**config.mk**
```make
export PLATFORM = sky130hd
export DESIGN_NAME = boron_sbox_layer
export DESIGN_NICKNAME = d
export VERILOG_FILES = /design/src/rtl/boron_sbox_layer.sv
export SDC_FILE = /design/constraint.sdc
export NUM_CORES = 1
export LEC_CHECK = 0
export ABC_AREA = 0
export CAP_MARGIN = 10
export CORE_MARGIN = 2
export CORE_UTILIZATION = 53
export CTS_BUF_LIST = sky130_fd_sc_hd__clkbuf_8 sky130_fd_sc_hd__clkbuf_16
export CTS_CLUSTER_DIAMETER = 200
export DETAILED_ROUTE_END_ITERATION = 10
export PLACE_DENSITY = 0.9
export SYNTH_ARGS = -nofsm -noshare
export SYNTH_HDL_FRONTEND = slang
export SYNTH_SLANG_ARGS = --single-unit
export TNS_END_PERCENT = 20
```
**constraint.sdc**
```tcl
create_clock -name clk_i -period 4.3 [get_ports clk_i]
set_clock_uncertainty 0.2 [all_clocks]
set_input_delay 1.075 -clock clk_i [delete_from_list [all_inputs] [get_ports clk_i]]
set_output_delay 1.075 -clock clk_i [all_outputs]
set_load 0.05 [all_outputs]
```
**src/rtl/boron_sbox_layer.sv**
```systemverilog
`default_nettype none
// +--------------------------------------------------------------------------+
// | boron_sbox_layer: time-shared BORON 4-bit S-box layer, LANES nibbles/clk |
// | Optional: BORON_SBOX_SELFCHECK_EN adds inverse-check logic and err_o.    |
// | Rev 1.0                                                                  |
// +--------------------------------------------------------------------------+
module boron_sbox_layer #(
  parameter int DATA_W = 64,
  parameter int LANES  = 4
) (
  input  logic              clk_i,
  input  logic              rst_i,
  input  logic              in_valid_i,
  output logic              in_ready_o,
  input  logic              mode_i,
  input  logic [DATA_W-1:0] data_i,
  output logic              out_valid_o,
  input  logic              out_ready_i,
  output logic [DATA_W-1:0] data_o,
`ifdef BORON_SBOX_SELFCHECK_EN
  output logic              err_o,
`endif
  output logic              busy_o
);

  localparam int NNIB  = DATA_W / 4;
  localparam int NSTEP = DATA_W / (4 * LANES);
  localparam int CNT_W = (NSTEP > 1) ? $clog2(NSTEP) : 1;

  typedef enum logic [1:0] {
    ST_IDLE = 2'd0,
    ST_BUSY = 2'd1,
    ST_DONE = 2'd2
  } state_t;

  state_t            r_state;
  state_t            w_state_nxt;
  logic [CNT_W-1:0]  r_cnt;
  logic              r_mode;
  logic [DATA_W-1:0] r_data;
  logic [DATA_W-1:0] w_data_sub;
  logic              w_load;
  logic              w_step;
  logic              w_last;
  logic [3:0]        w_lane_in  [LANES];
  logic [3:0]        w_lane_out [LANES];

  function automatic logic [3:0] sbox_fwd(input logic [3:0] x);
    logic [3:0] y;
    case (x)
      4'h0: y = 4'hE;  4'h1: y = 4'h4;  4'h2: y = 4'hB;  4'h3: y = 4'h1;
      4'h4: y = 4'h7;  4'h5: y = 4'h9;  4'h6: y = 4'hC;  4'h7: y = 4'hA;
      4'h8: y = 4'hD;  4'h9: y = 4'h2;  4'hA: y = 4'h0;  4'hB: y = 4'hF;
      4'hC: y = 4'h8;  4'hD: y = 4'h5;  4'hE: y = 4'h3;  default: y = 4'h6;
    endcase
    return y;
  endfunction

  function automatic logic [3:0] sbox_inv(input logic [3:0] x);
    logic [3:0] y;
    case (x)
      4'h0: y = 4'hA;  4'h1: y = 4'h3;  4'h2: y = 4'h9;  4'h3: y = 4'hE;
      4'h4: y = 4'h1;  4'h5: y = 4'hD;  4'h6: y = 4'hF;  4'h7: y = 4'h4;
      4'h8: y = 4'hC;  4'h9: y = 4'h5;  4'hA: y = 4'h7;  4'hB: y = 4'h2;
      4'hC: y = 4'h6;  4'hD: y = 4'h8;  4'hE: y = 4'h0;  default: y = 4'hB;
    endcase
    return y;
  endfunction

  assign w_last = (r_cnt == CNT_W'(NSTEP - 1));

  always_ff @(posedge clk_i) begin
    if (rst_i) begin
      r_state <= ST_IDLE;
    end else begin
      r_state <= w_state_nxt;
    end
  end

  always_comb begin
    w_state_nxt = r_state;
    w_load      = 1'b0;
    w_step      = 1'b0;
    case (r_state)
      ST_IDLE: begin
        if (in_valid_i) begin
          w_load      = 1'b1;
          w_state_nxt = ST_BUSY;
        end
      end
      ST_BUSY: begin
        w_step = 1'b1;
        if (w_last) begin
          w_state_nxt = ST_DONE;
        end
      end
      ST_DONE: begin
        if (out_ready_i) begin
          w_state_nxt = ST_IDLE;
        end
      end
      default: w_state_nxt = ST_IDLE;
    endcase
  end

  assign in_ready_o  = (r_state == ST_IDLE);
  assign out_valid_o = (r_state == ST_DONE);
  assign busy_o      = (r_state == ST_BUSY) || (r_state == ST_DONE);
  assign data_o      = r_data;

  // Each lane l sees nibble (cnt*LANES + l); the mux is built from constant slices.
  always_comb begin
    for (int l = 0; l < LANES; l++) begin
      w_lane_in[l] = 4'h0;
      for (int s = 0; s < NSTEP; s++) begin
        if (r_cnt == CNT_W'(s)) begin
          w_lane_in[l] = r_data[(s*LANES + l)*4 +: 4];
        end
      end
    end
  end

  for (genvar l = 0; l < LANES; l++) begin : g_lane
    assign w_lane_out[l] = r_mode ? sbox_inv(w_lane_in[l]) : sbox_fwd(w_lane_in[l]);
  end

  always_comb begin
    w_data_sub = r_data;
    for (int n = 0; n < NNIB; n++) begin
      if (r_cnt == CNT_W'(n / LANES)) begin
        w_data_sub[n*4 +: 4] = w_lane_out[n % LANES];
      end
    end
  end

  always_ff @(posedge clk_i) begin
    if (rst_i) begin
      r_data <= '0;
      r_mode <= 1'b0;
      r_cnt  <= '0;
    end else if (w_load) begin
      r_data <= data_i;
      r_mode <= mode_i;
      r_cnt  <= '0;
    end else if (w_step) begin
      r_data <= w_data_sub;
      // Hold on the final step so the counter never wraps.
      if (!w_last) begin
        r_cnt <= r_cnt + CNT_W'(1);
      end
    end
  end

`ifdef BORON_SBOX_SELFCHECK_EN
  logic w_chk_fail;
  logic r_err;

  always_comb begin
    w_chk_fail = 1'b0;
    for (int l = 0; l < LANES; l++) begin
      if ((r_mode ? sbox_fwd(w_lane_out[l]) : sbox_inv(w_lane_out[l])) != w_lane_in[l]) begin
        w_chk_fail = 1'b1;
      end
    end
  end

  always_ff @(posedge clk_i) begin
    if (rst_i) begin
      r_err <= 1'b0;
    end else if ((r_state == ST_BUSY) && w_chk_fail) begin
      r_err <= 1'b1;
    end
  end

  assign err_o = r_err;
`endif

endmodule
`default_nettype wire

```
# After elaboration in Yosys (flattened, before gate mapping)
# Memory sizes are Yosys's and may differ from the RTL's.
# Cells that the tools add are included.
[word_totals]
n_memories = 8
output_inout_bits = 67
romBits = 512
input_bits = 69
ff_bits = 69
[mem_list]
columns = ["name", "words", "width", "read_ports", "rd_clocked_by_memory_dff", "wr", "line", "rtl"]
rows = [
  ["(no name shown)", 16, 4, 1, 0, 0, "50", "case (x)"],
  ["(no name shown)", 16, 4, 1, 0, 0, "61", "case (x)"],
  ["(no name shown)", 16, 4, 1, 0, 0, "50", ""],
  ["(no name shown)", 16, 4, 1, 0, 0, "61", ""],
  ["(no name shown)", 16, 4, 1, 0, 0, "50", ""],
  ["(no name shown)", 16, 4, 1, 0, 0, "61", ""],
  ["2 more memories", "-", "-", "-", "-", "-", "-", ""],
]
[op_classes]
n_eq_ne = 8
muxes = 45
addsub = 1
n_reduce_logical = 15
bitwise_logic = 1
[op_table]
columns = ["operator", "count"]
rows = [
  ["$mux W4", 36],
  ["$mux W64", 2],
  ["$reduce_and A2 Y1", 5],
  ["$reduce_bool A2 Y1", 5],
  ["$eq A2 B2 Y1 const B", 3],
  ["$mux W2", 3],
  ["$pmux W2 S3", 1],
  ["$eq A2 B1 Y1 const B", 2],
  ["$logic_not A2 Y1", 2],
  ["$ne A2 B2 Y1 const B", 2],
  ["$mux W1", 3],
  ["$reduce_and A3 Y1", 1],
  ["$add A2 B1 Y2 const B", 1],
  ["$ne A2 B1 Y1 const B", 1],
  ["$reduce_or A2 Y1", 1],
  ["$logic_or A1 B1 Y1", 1],
  ["$not A1 Y1", 1],
]

# Logic depth before layout (Yosys ltp)
# Gate-level depths: netlist of run 1.
# An unclocked memory read counts as a cell.
[logic_depth]
word_depth = 10
ltp_mapped = 15

# Worst setup path after synthesis of run 1
# No wires, ideal clock.
[synth_path]
path_type = "reg-to-reg"
from = "reg r_cnt[0]"
to = "reg r_data[55] (netlist: data_o[55])"
path_stages_with_launch = 12
arrival_time_ps = 2584
n_path_buf = 1
synth_period_minus_slack_ps = 2887
required_time_ps = 3997
path_slack_ps = 1413
setup_ps = 103
path_cell_list = "dfxtp_1 inv_1 ha_1 nor2_1 buf_4 a311o_1 clkinv_2 ha_1 nor3b_1 nor4_2 a21oi_2 a2111oi_2"
[synth_between]
elab_chain_len = 10
[synth_lines]
columns = ["element", "line", "rtl"]
rows = [
  ["start: declaration", "38", "logic [CNT_W-1:0] r_cnt;"],
  ["start signal: assignment", "149", "r_cnt <= r_cnt + CNT_W'(1);"],
  ["$logic_not A2 Y1", "116", "if (r_cnt == CNT_W'(s)) begin"],
  ["$mux W4 (4 in a row)", "116", ""],
  ["$mem_v2 Z16 W4 (on tied branches)", "-", ""],
  ["$mux W4", "124", "assign w_lane_out[l] = r_mode ? sbox_inv(w_lane_in[l]) : sbox_fwd(w_lane_in[l]);"],
  ["$mux W4", "130", "if (r_cnt == CNT_W'(n / LANES)) begin"],
  ["$mux W64", "145", "end else if (w_step) begin"],
  ["$mux W64", "141", "end else if (w_load) begin"],
  ["end signal: assignment", "142", "r_data <= data_i;"],
  ["end signal: assignment", "146", "r_data <= w_data_sub;"],
  ["end: declaration", "40", "logic [DATA_W-1:0] r_data;"],
]
# Parallel ways exist; a longest one is shown, timed or not. The select of a mux whose other input is x is not followed.
# A chain may end at the register's enable or synchronous reset.

# Worst setup path in the final report of run 1
[layout_path]
from = "reg r_cnt[0]"
to = "reg r_data[12] (netlist: data_o[12])"
[layout_between]
elab_chain_len = 10
[layout_lines]
columns = ["element", "line"]
rows = [
  ["$logic_not A2 Y1", "116, 130"],
  ["$mux W4 (4 in a row)", "116"],
  ["$mem_v2 Z16 W4 (on tied branches)", "-"],
  ["$mux W4", "124"],
  ["$mux W4", "130"],
  ["$mux W64", "145"],
  ["$mux W64", "141"],
]
# Parallel ways exist; a longest one is shown, timed or not. The select of a mux whose other input is x is not followed.

==> impl_results.md, run 1 <==
* Status: finished clean
* Pin count of the biggest net entering global routing at 46
* Worst Path Buf+Inv at 1
* Synthesis Warnings at 0
* Port bufs at around 140
* Max Cap Viol at 0
* Share of layout cells above drive strength 1 at 0.0982
* Final setup viols at 0
* Critical Path RT at around 4300 ps
* Power Density at about 480 nW/um^2
* Critical path endpoint: data_o[12]$_SDFFE_PP0P_
* Initial DRC Count at approximately 670
* Post-route clock period utilization at 0.884
* Setup TNS at 0 ps
* RSZ-0062 raised after global routing: false
* CP delay by family, top: compound AO/OA/AOI/OAI gates
* Vias/cell at between 6 and 7
* Post-Syn Area at 5080 um^2
* Final HPWL DP at 12800 um
* Clock power frac at 0.188
* Period minus WS final at 3800 ps
* Top FF cell, synth: dfxtp_1
* CTS Buffer Depth at 2
* Reg2reg end: data_o[12]$_SDFFE_PP0P_
* CTS root buffer: clkbuf_8
* Slew Limit Fails at 0
* Tightest Pin Transition at ~930 ps
* Dpl ws at just under 700 ps
* Worst setup SP type: register
* Crit end category: register
* Fmax at 263 MHz
* Initial core utilization at 0.548
* Routed WL at 18200 um
* Sequential share of the synthesized area at 0.272
* Synth cell count leaders: nor2_1, nand2_1, dfxtp_1
* Via count at about 5700
* DR WL/cell at 20.4 um
* Mapped Cells at 648
* Synth area leader: dfxtp_1
* Post-layout util at 0.716
* Global route overflow at 0
* Internal at about 0.0017 W
* First drt pass iteration count at 6
* CTS buffer count at 9
* CP Depth at 10
* # diodes at 0
* Lkg Pwr at 2.51 nW
* Vias in the first global route at 5528
* Sw frac at 0.472
* Io pins at 136
* Register clock-pin slew on the reported worst setup and hold paths at 80 ps
* Register share of total power at 0.259
* Nets at 851
* Sw power at approximately 0.0015 W
* Crit path max fanout at 22
* Syn Nets at 739
* H-tree Lvls at 3
* Top cells by area, synth: dfxtp_1, nor2_1, a21oi_1
* CP max stage delay at 780 ps
* Worst Path Arrival at approximately 3800 ps
* Peak VDD IR at just over 0.3 mV
* FFs w/ async S/R, synth at 0
* Core Box Area at between 9000 and 10000 um^2
* Cell seen most often among critical-path stages: ha_1
* Slowest CP cell: ha_1
* Post-CTS setup buffers at 0
* Die Y at approximately 100 um
* Final Worst Setup Slack at between 400 and 500 ps
* Critical path class: register to register
* Top-count cell post-synth: nor2_1
* Worst hold path class: register to register
* Die X at between 100 and 150 um
* CTS tree: yes
* Number of synthesized flops with an enable pin at 0
* Clk_lat worst skew at around 350 ps
* DRC Markers at 0
* CP Launch Point: r_cnt[0]$_SDFFE_PP0P_
* Syn_area_per_cell at between 7 and 8 um^2
* Detail Route Antenna Nets at 0
* R2r worst-path depth at 10
* Yosys cell types at 70
* Die ar. at roughly 10000 um^2
* Worst-path cell chain: ha_1, a211oi_2, a221oi_4, inv_1, ha_1, nand2_1, nand3_1, a31oi_1, a21o_1, a21oi_1
* P&R area growth vs syn at 30.8%
* Top cell type's share of synthesized area at 0.272
* Gr usage total at 0.344
* #FFs+latches synth at between 60 and 70
* TritonCTS Sinks at 69
* Final RePlAce weighted congestion at ~0.96
* Resize count post-CTS at 0
* Final Hold Fails at 0
* First-pass GRT wire length at around 28000 um
* Initial antenna violation count at 0
* Reg2reg start: r_cnt[0]$_SDFFE_PP0P_
* Placement Rows at 35
* Worst slew margin at 0.379
* Comb power frac at 0.553
* Hold Buf Count CTS at 0
* Register-to-register setup slack at ~500 ps
[per-layer routing]
metal  routed length, um  GRT usage  part of all wire  vias up
met1                7310      0.455              0.40     2681
met3                1810     0.0643              0.10       72
li1                    -          -                 -     2614
met5                   0          0                 0        -
met2                8410      0.549              0.46      381
met4                 642      0.151             0.035        0
[cells in the final DEF (no fill, tap or decap), types with 3 or more instances in the layout]
master / count
a211oi_2: 5
nand2b_1: 8
nor2b_1: 7
inv_1: 23
clkbuf_8: 10
a311oi_1: 17
o31a_1: 4
xnor2_1: 6
o21a_1: 4
o2bb2ai_1: 3
clkdlybuf4s50_1: 134
and2_1: 3
a311oi_2: 3
nor3b_1: 5
ha_1: 21
a21oi_1: 59
mux2i_1: 14
a31oi_1: 7
o211a_1: 8
nand3_1: 13
and3_1: 4
a21o_1: 4
o221a_2: 6
a221oi_4: 3
nor3_1: 9
nand3b_1: 8
a311o_1: 3
o211ai_1: 9
inv_2: 3
nor2_1: 79
o21ai_0: 25
o22ai_1: 9
a22oi_1: 9
a32oi_1: 3
dfxtp_1: 69
or2_2: 3
nand2_1: 74
buf_4: 14
a211oi_1: 31
[sequential cells by signal, indices dropped and copies added (netlist names)]
register,cells
r_state,2
r_mode,1
r_cnt,2
data_o,64
[cell families after synthesis]
group	count (synthesis)	synth area share
buffers and inverters	74	0.0714
xor gates and xnor gates	6	0.0103
and+or+nand+nor	225	0.208
AOI/OAI and AO/OA	237	0.355
muxes	15	0.0298
DFF	69	0.272
adders and majority gates	22	0.0541
[tightest hold or removal path: stages (launching register included)]
cell and delay (ps):
dfxtp_1 330, o21ai_0 70, a21oi_1 70
[stage by stage]
step           total power [W]  hold slack [ps]  instances  instance area, um^2
2_1_floorplan          0.00208              271        648                 5080
3_3_place_gp           0.00254              282        878                 6440
3_5_place_dp           0.00258              307        878                 6440
4_1_cts                0.00317              318        893                 6650
5_1_grt                0.00336              334        893                 6650
6_report               0.00322              319        893                 6650
[cell type report]
cell class	count	area [um^2]
well taps	129	161
flip-flops and latches	69	1380
multi-input cells	505	3340
fillers	731	2630
clock inverters	5	76.3
repair buffers	149	1450
inverters	26	98.8
clock buffers	10	138
[worst min-delay path by stage]
stage                            start                      end  slack (ps)  cells after the start
2_1_floorplan  r_state[0]$_SDFFE_PP0P_  r_state[0]$_SDFFE_PP0P_         270                      2
4_1_cts        data_o[37]$_SDFFE_PP0P_  data_o[37]$_SDFFE_PP0P_         320                      2
5_1_grt        data_o[32]$_SDFFE_PP0P_  data_o[32]$_SDFFE_PP0P_         330                      2
3_3_place_gp   r_state[0]$_SDFFE_PP0P_  r_state[0]$_SDFFE_PP0P_         280                      2
3_5_place_dp   r_state[0]$_SDFFE_PP0P_  r_state[0]$_SDFFE_PP0P_         310                      2
6_report       r_state[0]$_SDFFE_PP0P_  r_state[0]$_SDFFE_PP0P_         320                      2
[power by group through the flow]
stage / clock [W] / combinational (W) / sequential [W]
after floorplan: 0 / 0.000927 / 0.00115
after global placement: 0 / 0.00170 / 0.000841
after detailed placement: 0 / 0.00173 / 0.000844
after CTS: 0.000596 / 0.00175 / 0.000831
after global routing: 0.000623 / 0.00189 / 0.000845
final: 0.000605 / 0.00178 / 0.000835
Note: power is estimated with default switching activity, not from simulation.
==> run 2, diff against run 1 <==
- CORE_ASPECT_RATIO: default -> 0.5
==> run 2 against run 1 <==
Effect of this change:
- die area grew 0.46%
- global-route usage is essentially flat
- critical path depth grew 1
- maximum frequency shrank 0.18%
==> impl_results.md, run 2 (synthesis results as in run 1) <==
* Resize count post-CTS at 0 (unchanged)
* Worst setup SP type: register
* Fmax at 263 MHz (-0.18%)
* R2r worst-path depth at 11 (+1)
* Post-route clock period utilization at 0.886 (+0.00160)
* Final Hold Fails at 0 (unchanged)
* # diodes at 0 (unchanged)
* Wl on met1 at 7360 um (+0.75%)
* Post-CTS setup buffers at 0 (unchanged)
* First-pass GRT wire length at 28000 um (-0.71%)
* Initial antenna violation count at 0 (unchanged)
* Port bufs at 135 (unchanged)
* CTS buffer count at 9 (unchanged)
* Die ar. at 10400 um^2 (+0.46%)
* Met2 wire length at 8290 um (-1.5%)
* Hold Buf Count CTS at 0 (unchanged)
* Max Cap Viol at 0 (unchanged)
* Most common cell after layout, fill and taps aside: clkdlybuf4s50_1
* CTS root buffer: clkbuf_16
* Hold path startpoint: data_o[56]$_SDFFE_PP0P_
* Final HPWL DP at 13000 um (+1.5%)
* TritonCTS Sinks at 69 (unchanged)
* P&R area growth vs syn at 31.6%
* Peak VDD IR at 0.315 mV (+1.6%)
* Crit path max fanout at 18 (-18%)
* Die Y at 73.3 um (-28%)
* Worst slew margin at 0.255 (-0.123)
* Reg2reg end: data_o[40]$_SDFFE_PP0P_
* Max layer used: met4
* Fill count at 685 (-6.3%)
* Nets at 849 (-0.24%)
* Critical path class: register to register
* Setup TNS at 0 ps (unchanged)
* Register clock-pin slew on the reported worst setup and hold paths at 60 ps (-20 ps)
* CTS tree: yes
* Die X at 143 um (+40%)
* Pin count of the biggest net entering global routing at 58 (+26%)
* Final RePlAce weighted congestion at 0.918 (-4.5%)
* Hold path endpoint: data_o[56]$_SDFFE_PP0P_
* Reg2reg start: r_cnt[0]$_SDFFE_PP0P_
* DRC Markers at 0 (unchanged)
* Vias in the first global route at 5442 (-1.6%)
* Initial DRC Count at 833 (+25%)
* DR WL/cell at 20.6 um (+1.4%)
* Register-to-register setup slack at 490 ps (about the same)
* Initial core utilization at 0.542 (-0.00584)
* Tightest Pin Transition at 1120 ps (+185 ps)
* Clk_lat worst skew at 340 ps (about the same)
* CP Launch Point: r_cnt[0]$_SDFFE_PP0P_
* Detail Route Antenna Nets at 0 (unchanged)
* Crit end category: register
* CTS Buffer Depth at 2 (unchanged)
* Lkg Pwr at 2.53 nW (+0.94%)
* Gr usage total at 0.344 (about the same)
* H-tree Lvls at 3 (unchanged)
* Period minus WS final at 3810 ps (+6.89 ps)
* Max reg flops at 64 (unchanged)
* Power Density at 498 nW/um^2 (+2.7%)
* RSZ-0062 raised after global routing: false
* Io pins at 136 (unchanged)
* Placement Rows at 25 (-29%)
* Status: finished clean
* Total length of routed met3 wires at 2100 um (+16%)
* Via count at 5689 (-1.0%)
* Commonest cells after routing, fill and taps aside: clkdlybuf4s50_1, nor2_1, nand2_1
* Final setup viols at 0 (unchanged)
* Critical Path RT at 4360 ps (+80 ps)
* Share of layout cells above drive strength 1 at 0.0970 (-0.00118)
* Worst Path Arrival at 3870 ps (+80 ps)
* Core Box Area at 9380 um^2 (+1.1%)
* Vias/cell at 6.44 (about the same)
* Global route overflow at 0 (unchanged)
* First drt pass iteration count at 5 (-1)
* Worst hold path class: register to register
* Slew Limit Fails at 0 (unchanged)
* Routed WL at 18300 um (+0.42%)
* Pwr Total at 0.00333 W (+3.3%)
* WHS Path Cells at 2 (unchanged)
## run 2: changes by cell type in the layout (fill, tap and decap cells not counted)
cell,change
clkbuf_16,+9
clkbuf_8,-8
buf_4,-2
bufinv_16,-2
clkinv_2,+2
## run 2: how the worst max path moves through the flow
| stage | to | slack, ps |
|---|---|---|
| final | data_o[40]$_SDFFE_PP0P_ | 490 |
| after global routing | data_o[24]$_SDFFE_PP0P_ | 330 |
| after CTS | data_o[40]$_SDFFE_PP0P_ | 660 |
| after detailed placement | data_o[40]$_SDFFE_PP0P_ | 720 |
| after global placement | data_o[19]$_SDFFE_PP0P_ | 820 |
| after floorplan | data_o[55]$_SDFFE_PP0P_ | 1410 |
## run 2: metal layers
layer | global-route usage | up-vias
met4 | 0.134 | 0
met2 | 0.551 | 328
met5 | 0 | -
li1 | - | 2606
met3 | 0.0971 | 55
met1 | 0.445 | 2700
## run 2: per-stage QoR
stage	util	hold WS (ps)	instance area, um^2	std cells	setup slack (ps)
after floorplan	-	271	5080	648	1410
after global placement	0.683	290	6410	868	820
after detailed placement	0.683	300	6410	868	723
after CTS	0.713	311	6690	884	664
after global routing	0.713	341	6690	884	328
final	0.713	316	6690	884	491
## run 2: worst max-delay path, cell delays in order, from the launching register on
cell and delay, ps:
dfxtp_1 350, ha_2 340, nor2_1 760, o211a_1 290, or2_1 240, inv_1 80, ha_1 290, nand3_1 70
o211a_1 160, o31ai_2 600, nand3_1 160, a21oi_1 180
## run 2: area by class of cell
class,instances,area (um^2),share of cell area
Sequential cell,69,1380,0.206
Clock buffer,11,253,0.0378
Clock inverter,5,26.3,0.00393
Multi-Input combinational cell,505,3340,0.500
Timing Repair Buffer,147,1440,0.215
Inverter,26,98.8,0.0148
Tap cell,121,151,0.0226
## run 2: power breakdown
group          internal [W]  switching [W]
registers          0.000741      0.0000984
logic              0.000625        0.00116
clock network      0.000416       0.000288
total               0.00178        0.00155
==> run 3, diff against run 2 <==
- CORE_MARGIN: 2 -> default
==> run 3 against run 2 <==
Effect of this change:
- non-clock buffer count up 5
- global-route usage up 3.3 points
- hold slack worse by 4.9 ps
- cell count increased by 0.11%
- critical path type unchanged
- critical endpoint is now data_o[10]$_SDFFE_PP0P_
- maximum frequency increased by 4.8%
- design area rose by 1.0%
- sequential share of layout area shrank 0.21 points
- wire length rose by 3.7%
- first-iteration DRC count is 7.2% lower
- largest power group unchanged
- setup slack better by 180 ps
==> impl_results.md, run 3 (synthesis results as in run 1) <==
* Post-route cell area at 6760 um^2 (+1.0%)
* Hold path startpoint: r_state[0]$_SDFFE_PP0P_
* Via count at 5875 (+3.3%)
* Worst hold path class: register to register
* Most common cell after layout, fill and taps aside: clkdlybuf4s50_1
* Worst-path cell chain: inv_1, ha_1, buf_4, nand2_1, o211a_1, or2_1, ha_1, a211oi_1, a211oi_1, o31a_1
* First-pass GRT wire length at 29000 um (+3.7%)
* Pin count of the biggest net entering global routing at 49 (-16%)
* Core Box Area at 9010 um^2 (-4.0%)
* TritonCTS Sinks at 69 (unchanged)
* CTS buffer count at 9 (unchanged)
* Placed insts at 869 (+0.12%)
* Final setup viols at 0 (unchanged)
* Post-CTS setup buffers at 0 (unchanged)
* DR WL/cell at 21.4 um (+3.5%)
* Critical Path RT at 4380 ps (+20 ps)
* Max Cap Viol at 0 (unchanged)
* Fill count at 640 (-6.6%)
* Vias in the first global route at 5424 (-0.33%)
* Lkg Pwr at 2.56 nW (+1.4%)
* Final HPWL DP at 13400 um (+3.3%)
* CP Launch Point: r_cnt[0]$_SDFFE_PP0P_
* Gr usage total at 0.377 (+0.0332)
* Sw frac at 0.461 (-0.00332)
* Reg2reg start: r_cnt[0]$_SDFFE_PP0P_
* # diodes at 0 (unchanged)
* DRC Markers at 0 (unchanged)
* Die ar. at 10000 um^2 (-4.1%)
* CTS root buffer: clkbuf_16
* Slew Limit Fails at 0 (unchanged)
* Comb power frac at 0.532 (-0.004)
* Clock power frac at 0.222 (+0.010)
* Global route overflow at 0 (unchanged)
* Register clock-pin slew on the reported worst setup and hold paths at 60 ps (about the same)
* First drt pass iteration count at 7 (+2)
* Initial DRC Count at 773 (-7.2%)
* Peak VDD IR at 0.300 mV (-4.9%)
* P&R area growth vs syn at 33.0%
* Period minus WS final at 3630 ps (-176 ps)
* CP max stage delay at 750 ps (about the same)
* Status: finished clean
* Routed WL at 18900 um (+3.7%)
* Register-to-register setup slack at 670 ps (+180 ps)
* Crit path max fanout at 9 (-9)
* Pwr Total at 0.00342 W (+2.6%)
* Post-route clock period utilization at 0.845 (-0.0408)
* Fmax at 275 MHz (+4.8%)
* Total length of routed met3 wires at 2550 um (+22%)
* Setup TNS at 0 ps (unchanged)
* Power Density at 505 nW/um^2 (+1.6%)
* Die Y at 71.3 um (-2.7%)
* Vias/cell at 6.64 (+3.2%)
* Initial core utilization at 0.564 (+0.0226)
* Worst slew margin at 0.318 (+0.0625)
* Placement Rows at 24 (-4.0%)
* Met2 wire length at 8140 um (-1.8%)
* Sw power at 0.00158 W (+1.9%)
* Register share of total power at 0.246 (-0.006)
* Port bufs at 135 (unchanged)
* Initial antenna violation count at 0 (unchanged)
* Tightest Pin Transition at 1020 ps (-93.8 ps)
* Placed inst area at 6460 um^2 (+0.70%)
* Max layer used: met4
* Commonest cells after routing, fill and taps aside: clkdlybuf4s50_1, nor2_1, nand2_1
* CTS tree: yes
* Worst Path Arrival at 3720 ps (-150 ps)
* Share of layout cells above drive strength 1 at 0.103 (+0.00588)
* RSZ-0062 raised after global routing: false
* Hold Buf Count CTS at 0 (unchanged)
* Clk_lat worst skew at 340 ps (about the same)
* Internal at 0.00184 W (+3.2%)
* Worst setup SP type: register
* Max reg flops at 64 (unchanged)
* Worst hold slack at 311 ps (-4.94 ps)
* Critical path class: register to register
* Nets at 854 (+0.59%)
* Die X at 141 um (-1.4%)
* Io pins at 136 (unchanged)
* CTS Buffer Depth at 2 (unchanged)
* Post-Layout Cell Count at 885 (+0.11%)
* Final Hold Fails at 0 (unchanged)
* Slowest CP cell: a211oi_1
* H-tree Lvls at 3 (unchanged)
* Crit end category: register
* Wl on met1 at 7510 um (+2.0%)
* Detail Route Antenna Nets at 0 (unchanged)
* Resize count post-CTS at 0 (unchanged)
* Final RePlAce weighted congestion at 0.948 (+3.3%)
-- run 3: changes by cell type in the layout (fill, tap and decap cells not counted) --
cell / before / now
buf_12: 0 / 1
clkinv_4: 0 / 2
buf_4: 12 / 16
clkinv_2: 4 / 2
clkbuf_8: 2 / 1
bufinv_16: 0 / 1
-- run 3: final timing paths --
kind	end	cells after the start
hold / removal	r_state[0]$_SDFFE_PP0P_	2
hold reg to reg	r_state[0]$_SDFFE_PP0P_	2
setup reg to reg	data_o[10]$_SDFFE_PP0P_	10
setup / recovery	data_o[10]$_SDFFE_PP0P_	10
-- run 3: worst max-delay path: cells and delay by family (launching register included) --
family | cells | cell delay [ps]
compound gates | 4 | 1290
fa+ha+maj | 2 | 930
buf+inv | 2 | 360
flops | 1 | 350
simple gates | 2 | 430
-- run 3: per-layer routing --
metal  vias up  GRT usage
li1       2624          -
met1      2722      0.493
met2       443      0.582
met3        86      0.124
met4         0      0.147
met5         -          0
-- run 3: power groups by stage --
stage / clock [W] / sequential, W / combinational (W)
2_1_floorplan: 0 / 0.00115 / 0.000927
3_3_place_gp: 0 / 0.000845 / 0.00172
3_5_place_dp: 0 / 0.000845 / 0.00175
4_1_cts: 0.000753 / 0.000834 / 0.00177
5_1_grt: 0.000788 / 0.000846 / 0.00192
6_report: 0.000758 / 0.000840 / 0.00182
-- run 3: area by class of cell --
| class | instances | area (um^2) | area share |
|---|---|---|---|
| Tap cell | 117 | 146 | 0.0217 |
| Sequential cell | 69 | 1380 | 0.204 |
| Multi-Input combinational cell | 505 | 3340 | 0.495 |
| Clock inverter | 6 | 63.8 | 0.00944 |
| Clock buffer | 10 | 239 | 0.0354 |
| Timing Repair Buffer | 152 | 1490 | 0.220 |
| Inverter | 26 | 98.8 | 0.0146 |
-- run 3: stage by stage --
stage                     utilization  setup WS, ps
final                           0.750           667
after detailed placement        0.717           900
after global routing            0.750           569
after global placement          0.717          1000
after floorplan                     -          1410
after CTS                       0.750           825
==> variant 1 (flow settings as in run 1) <==
Set the parameter `DATA_W` to 128 (it was 64).
--- a/src/rtl/boron_sbox_layer.sv
+++ b/src/rtl/boron_sbox_layer.sv
@@ -5,7 +5,7 @@
 // | Rev 1.0                                                                  |
 // +--------------------------------------------------------------------------+
 module boron_sbox_layer #(
-  parameter int DATA_W = 64,
+  parameter int DATA_W = 128,
   parameter int LANES  = 4
 ) (
   input  logic              clk_i,
Ports: changed (resized data_i and data_o); port bits go from 136 to 264. The function was not compared with the original's and may differ.
==> variant 1 against run 1 <==
Routed wire length is 120% higher. Cell count rose by 87%. Via count up 96%. Sequential power is 84% higher. Sequential cell count is 65 higher. Design area grew 92%. Setup slack worse by 480 ps. Count of clock-buffer cells in the layout is 9 higher. Synthesized cell count up 86%. Sequential share of layout area up 0.21 points. Power is 90% higher. Area after synthesis rose by 83%. Critical path depth rose by 2. Largest cell class unchanged.
==> variant 1: results (changes against run 1) <==
.. list-table::
   :header-rows: 1

   * - Metric
     - Value
   * - Result of the run
     - finished clean (unchanged)
   * - Worst-skew pair later-pin latency
     - 440 ps (was 350 ps)
   * - Number of non-clock inverters in the layout
     - 48 (was 26)
   * - Nonclk buf count
     - 317 (was 149)
   * - Flip-flop count of the largest register after layout
     - 128 (was 64)
   * - Largest fanout on the critical path
     - 25 (was 22)
   * - Worst Max-Slew Pin Slew
     - 1145 ps (was 931.9 ps)
   * - Layout clock area frac
     - 0.04805 (was 0.03217)
   * - Number of buffers created by CTS
     - 17 (was 9)
   * - Metal3 WL
     - 5.508 mm (was 1.813 mm)
   * - Synthesized-area fraction occupied by xor and xnor cells
     - 0.005657 (was 0.01034)
   * - Number of design-rule violations left by the first detailed-router iteration
     - 1988 (was 665)
   * - Multi-In Gates
     - 915 (was 505)
   * - Maximum level of the CTS H-tree
     - 4 (was 3)
   * - Top cells by area in the synthesized netlist
     - dfxtp_1 (29%), nand2_1 (5.8%), a21oi_1 (5.1%) (was dfxtp_1 (27%), nor2_1 (5.8%), a21oi_1 (5.8%))
   * - Share of cells above drive strength 1
     - 0.1037 (was 0.09817)
   * - Count of TritonRoute iterations in the first routing pass
     - 8 (was 6)
   * - CTS Root Cell
     - clkbuf_16 (was clkbuf_8)
   * - Arithmetic-cell share of the synthesized area counting full adders, half adders and majority gates
     - 0.03233 (was 0.05415)
   * - NumNets Final
     - 1590 (was 851)
   * - Clkbuf count
     - 19 (was 10)
   * - Via count of the first global-routing pass
     - 10500 (was 5528)
   * - Count of distinct cell types in the synthesized netlist
     - 92 (was 70)
   * - Non-Clock Buffer Area Fraction
     - 0.2431 (was 0.2182)
   * - Met1 layer usage reported by global route
     - 0.5634 (was 0.4550)
   * - Power consumed by the clock network
     - 1.55 mW (was 0.605 mW)
   * - Final Wtd Congestion
     - 1.003 (was 0.9606)
   * - Data arrival time of the worst path
     - 4420 ps (was 3790 ps)
   * - Global routing usage summed across all routing layers
     - 0.4185 (was 0.3439)
   * - Area fraction in compound gates after synthesis
     - 0.3132 (was 0.3549)
   * - Wire length on met2
     - 17.14 mm (was 8.413 mm)
   * - Place WS
     - 152.1 ps (was 691.7 ps)
[variant 1: cell count changes in the layout (fill, tap and decap cells not counted), moves of 23 or more]
cell             before  now
o21ai_0              25   74
buf_4                14   48
nor2_1               79  111
a21oi_1              59   94
mux2i_1              14   37
o21ai_1               2   36
dfxtp_1              69  134
clkdlybuf4s50_1     134  262
inv_1                23   46
nand2_1              74  142
[variant 1: metrics by stage]
step / TNS (ps) / cell area, µm² / hold slack (ps) / cells / power [mW]
after floorplan: 0 / 9289 / 289.6 / 1205 / 3.448
after global placement: 0 / 12080 / 278.6 / 1638 / 4.400
after detailed placement: 0 / 12080 / 288.3 / 1638 / 4.429
after CTS: 0 / 12690 / 296.2 / 1670 / 5.972
after global routing: -1899 / 12790 / 340.9 / 1671 / 6.315
final: 0 / 12790 / 300.0 / 1671 / 6.135
[variant 1: worst max-delay path: stages (launching register included)]
cell       delay (ps)
dfxtp_1           350
inv_1             100
ha_1              390
buf_4             370
o21ai_2           190
a2111oi_1         630
o221ai_2          330
ha_1              470
nand2_1           110
a21o_1            240
a31oi_4           300
o21ai_1           150
a311oi_1          340
[variant 1: final timing paths]
kind                                start                      end  slack (ps)  depth (start not counted)
setup / recovery    r_cnt[0]$_SDFFE_PP0P_  data_o[29]$_SDFFE_PP0P_          20                         12
hold / removal    data_o[47]$_SDFFE_PP0P_  data_o[47]$_SDFFE_PP0P_         300                          2
setup reg to reg    r_cnt[0]$_SDFFE_PP0P_  data_o[29]$_SDFFE_PP0P_          20                         12
hold reg to reg   data_o[47]$_SDFFE_PP0P_  data_o[47]$_SDFFE_PP0P_         300                          2
[variant 1: timing repair]
item | 4_1_cts | 5_1_grt
buffers inserted | 0 | 1
setup endpoints to repair | 0 | 55
gates resized for setup | 0 | 10
hold buffers | 0 | 0
==> variant 2 (config.mk and constraints of run 1) <==
Without the edit above. Add an input register stage for `mode_i`; this delays it by one clock. The other inputs are not delayed to match.
--- a/src/rtl/boron_sbox_layer.sv
+++ b/src/rtl/boron_sbox_layer.sv
@@ -32,6 +32,12 @@
     ST_BUSY = 2'd1,
     ST_DONE = 2'd2
   } state_t;
+
+  logic mode_q;
+
+  always_ff @(posedge clk_i) begin
+    mode_q <= mode_i;
+  end
 
   state_t            r_state;
   state_t            w_state_nxt;
@@ -140,7 +146,7 @@
       r_cnt  <= '0;
     end else if (w_load) begin
       r_data <= data_i;
-      r_mode <= mode_i;
+      r_mode <= mode_q;
       r_cnt  <= '0;
     end else if (w_step) begin
       r_data <= w_data_sub;
Formal check against the unedited RTL: not equivalent (a bounded check fails within 4 cycles, from zero or initial values and one cycle with rst_i high).
==> variant 2 against run 1 <==
Combinational power shrank 2%. Sequential share of layout area fell by 0.33 points. Count of clock-buffer cells in the layout is 1 lower. Power decreased by 3.4%. Sequential cell count up 1. Non-clock buffer count rose by 10. Via count up 4.9%. Routed wire length is 4.8% higher. Global-route usage grew 0.36 points. Area after synthesis increased by 3.4%. Design area is 3.1% higher. Setup slack improved by 220 ps.
==> variant 2: results (changes against run 1) <==
.. list-table::
   :header-rows: 1

   * - Metric
     - Value
   * - Result of the run
     - finished clean (unchanged)
   * - Post-synthesis net count
     - 728 (was 739)
   * - Sequential-to-total area share from yosys stat
     - 0.2667 (was 0.2717)
   * - Largest fanout on the critical path
     - 14 (was 22)
   * - NumNets Final
     - 846 (was 851)
   * - Flip-flop count of the largest register after layout
     - 64 (unchanged)
   * - Fillers
     - 732 (was 731)
   * - Crit Reg-Reg Startpoint
     - r_cnt[1]$_SDFFE_PP0P_ (was r_cnt[0]$_SDFFE_PP0P_)
   * - FF-to-FF path depth
     - 8 (was 10)
   * - Count of TritonRoute iterations in the first routing pass
     - 9 (was 6)
   * - Met3 usage
     - 0.08496 (was 0.06430)
   * - Worst-skew pair later-pin latency
     - 370 ps (was 350 ps)
   * - Maximum number of pins on one net before global-route repair
     - 48 (was 46)
   * - Global routing usage summed across all routing layers
     - 0.3475 (was 0.3439)
   * - Critical register-to-register path endpoint
     - data_o[31]$_SDFFE_PP0P_ (was data_o[12]$_SDFFE_PP0P_)
   * - Top cells by area in the synthesized netlist
     - dfxtp_1 (27%), ha_1 (5.5%), a211oi_1 (4.1%) (was dfxtp_1 (27%), nor2_1 (5.8%), a21oi_1 (5.8%))
   * - Worst Hold Launch
     - mode_q$_DFF_P_ (was r_state[0]$_SDFFE_PP0P_)
   * - Minimum clock period
     - 3580 ps (was 3802 ps)
   * - Hold-critical path endpoint
     - r_mode$_SDFFE_PP0P_ (was r_state[0]$_SDFFE_PP0P_)
   * - Top-count cell post-synth
     - dfxtp_1 (was nor2_1)
   * - GR Layer Usage met2
     - 0.5681 (was 0.5486)
   * - Share of cells above drive strength 1
     - 0.09354 (was 0.09817)
   * - Place WS
     - 678.4 ps (was 691.7 ps)
   * - Start-to-end type of the worst setup path
     - flip-flop to flip-flop (unchanged)
   * - Data arrival time of the worst path
     - 3600 ps (was 3790 ps)
   * - Via count of the first global-routing pass
     - 5814 (was 5528)
   * - Static power due to leakage
     - 2.469 nW (was 2.506 nW)
   * - Placed wire-length estimate after detailed placement
     - 13.74 mm (was 12.83 mm)
   * - Setup slack of the most critical reg-to-reg path
     - 720 ps (was 500 ps)
   * - Maximum level of the CTS H-tree
     - 3 (unchanged)
   * - Final wirelength
     - 19.04 mm (was 18.18 mm)
   * - Final Wtd Congestion
     - 0.8938 (was 0.9606)
   * - Count of distinct cell types in the synthesized netlist
     - 60 (was 70)
   * - Worst Max-Slew Pin Slew
     - 876.4 ps (was 931.9 ps)
   * - Met1 layer usage reported by global route
     - 0.4296 (was 0.4550)
   * - DR vias/cell
     - 6.758 (was 6.437)
-- variant 2: worst max-delay path: stages, from the launching register on --
cell	delay, ps
dfxtp_1	340
inv_1	100
ha_1	540
buf_4	300
a211oi_1	130
a211oi_2	440
ha_1	360
o41ai_1	830
o32ai_1	180
-- variant 2: metrics by stage --
| step | util | area (µm²) | hold WS, ps | cells |
|---|---|---|---|---|
| floorplan | - | 5255 | 221.8 | 636 |
| global placement | 0.6884 | 6666 | 267.6 | 876 |
| detailed placement | 0.6884 | 6666 | 270.4 | 876 |
| CTS | 0.7079 | 6855 | 287.0 | 892 |
| global route | 0.7079 | 6855 | 298.6 | 892 |
| finish | 0.7079 | 6855 | 289.8 | 892 |
-- variant 2: layer usage --
metal,vias to the layer above,share of wire
met4,0,0.048
met1,2817,0.38
met5,-,0
met2,451,0.46
li1,2655,-
met3,105,0.12
-- variant 2: final cells by class --
type	instances	area (µm²)	share of cell area
inverter	24	90.09	0.01314
timing repair buffer	159	1526	0.2227
sequential	70	1401	0.2044
multi-input combinational	490	3482	0.5079
clock buffer	9	123.9	0.01807
clock inverter	7	65.06	0.009491
tap	133	166.4	0.02427
-- variant 2: logic make-up (layout without fill, tap and decap cells) --
kind of cell / count (synthesis) / after routing / synth area share
simple gates: 224 / 224 / 0.2300
xor+xnor: 6 / 6 / 0.01000
flops: 70 / 70 / 0.2667
compound gates: 213 / 213 / 0.3212
fa+ha+maj: 23 / 23 / 0.05476
buf+inv: 76 / 199 / 0.07095
mux: 24 / 24 / 0.04643
-- variant 2: report_power, final --
part,switching [mW],leakage (nW),internal [mW]
sequential,0.0914,0.579,0.740
combinational,1.10,1.79,0.646
clock,0.313,0.0947,0.225
total,1.50,2.47,1.61
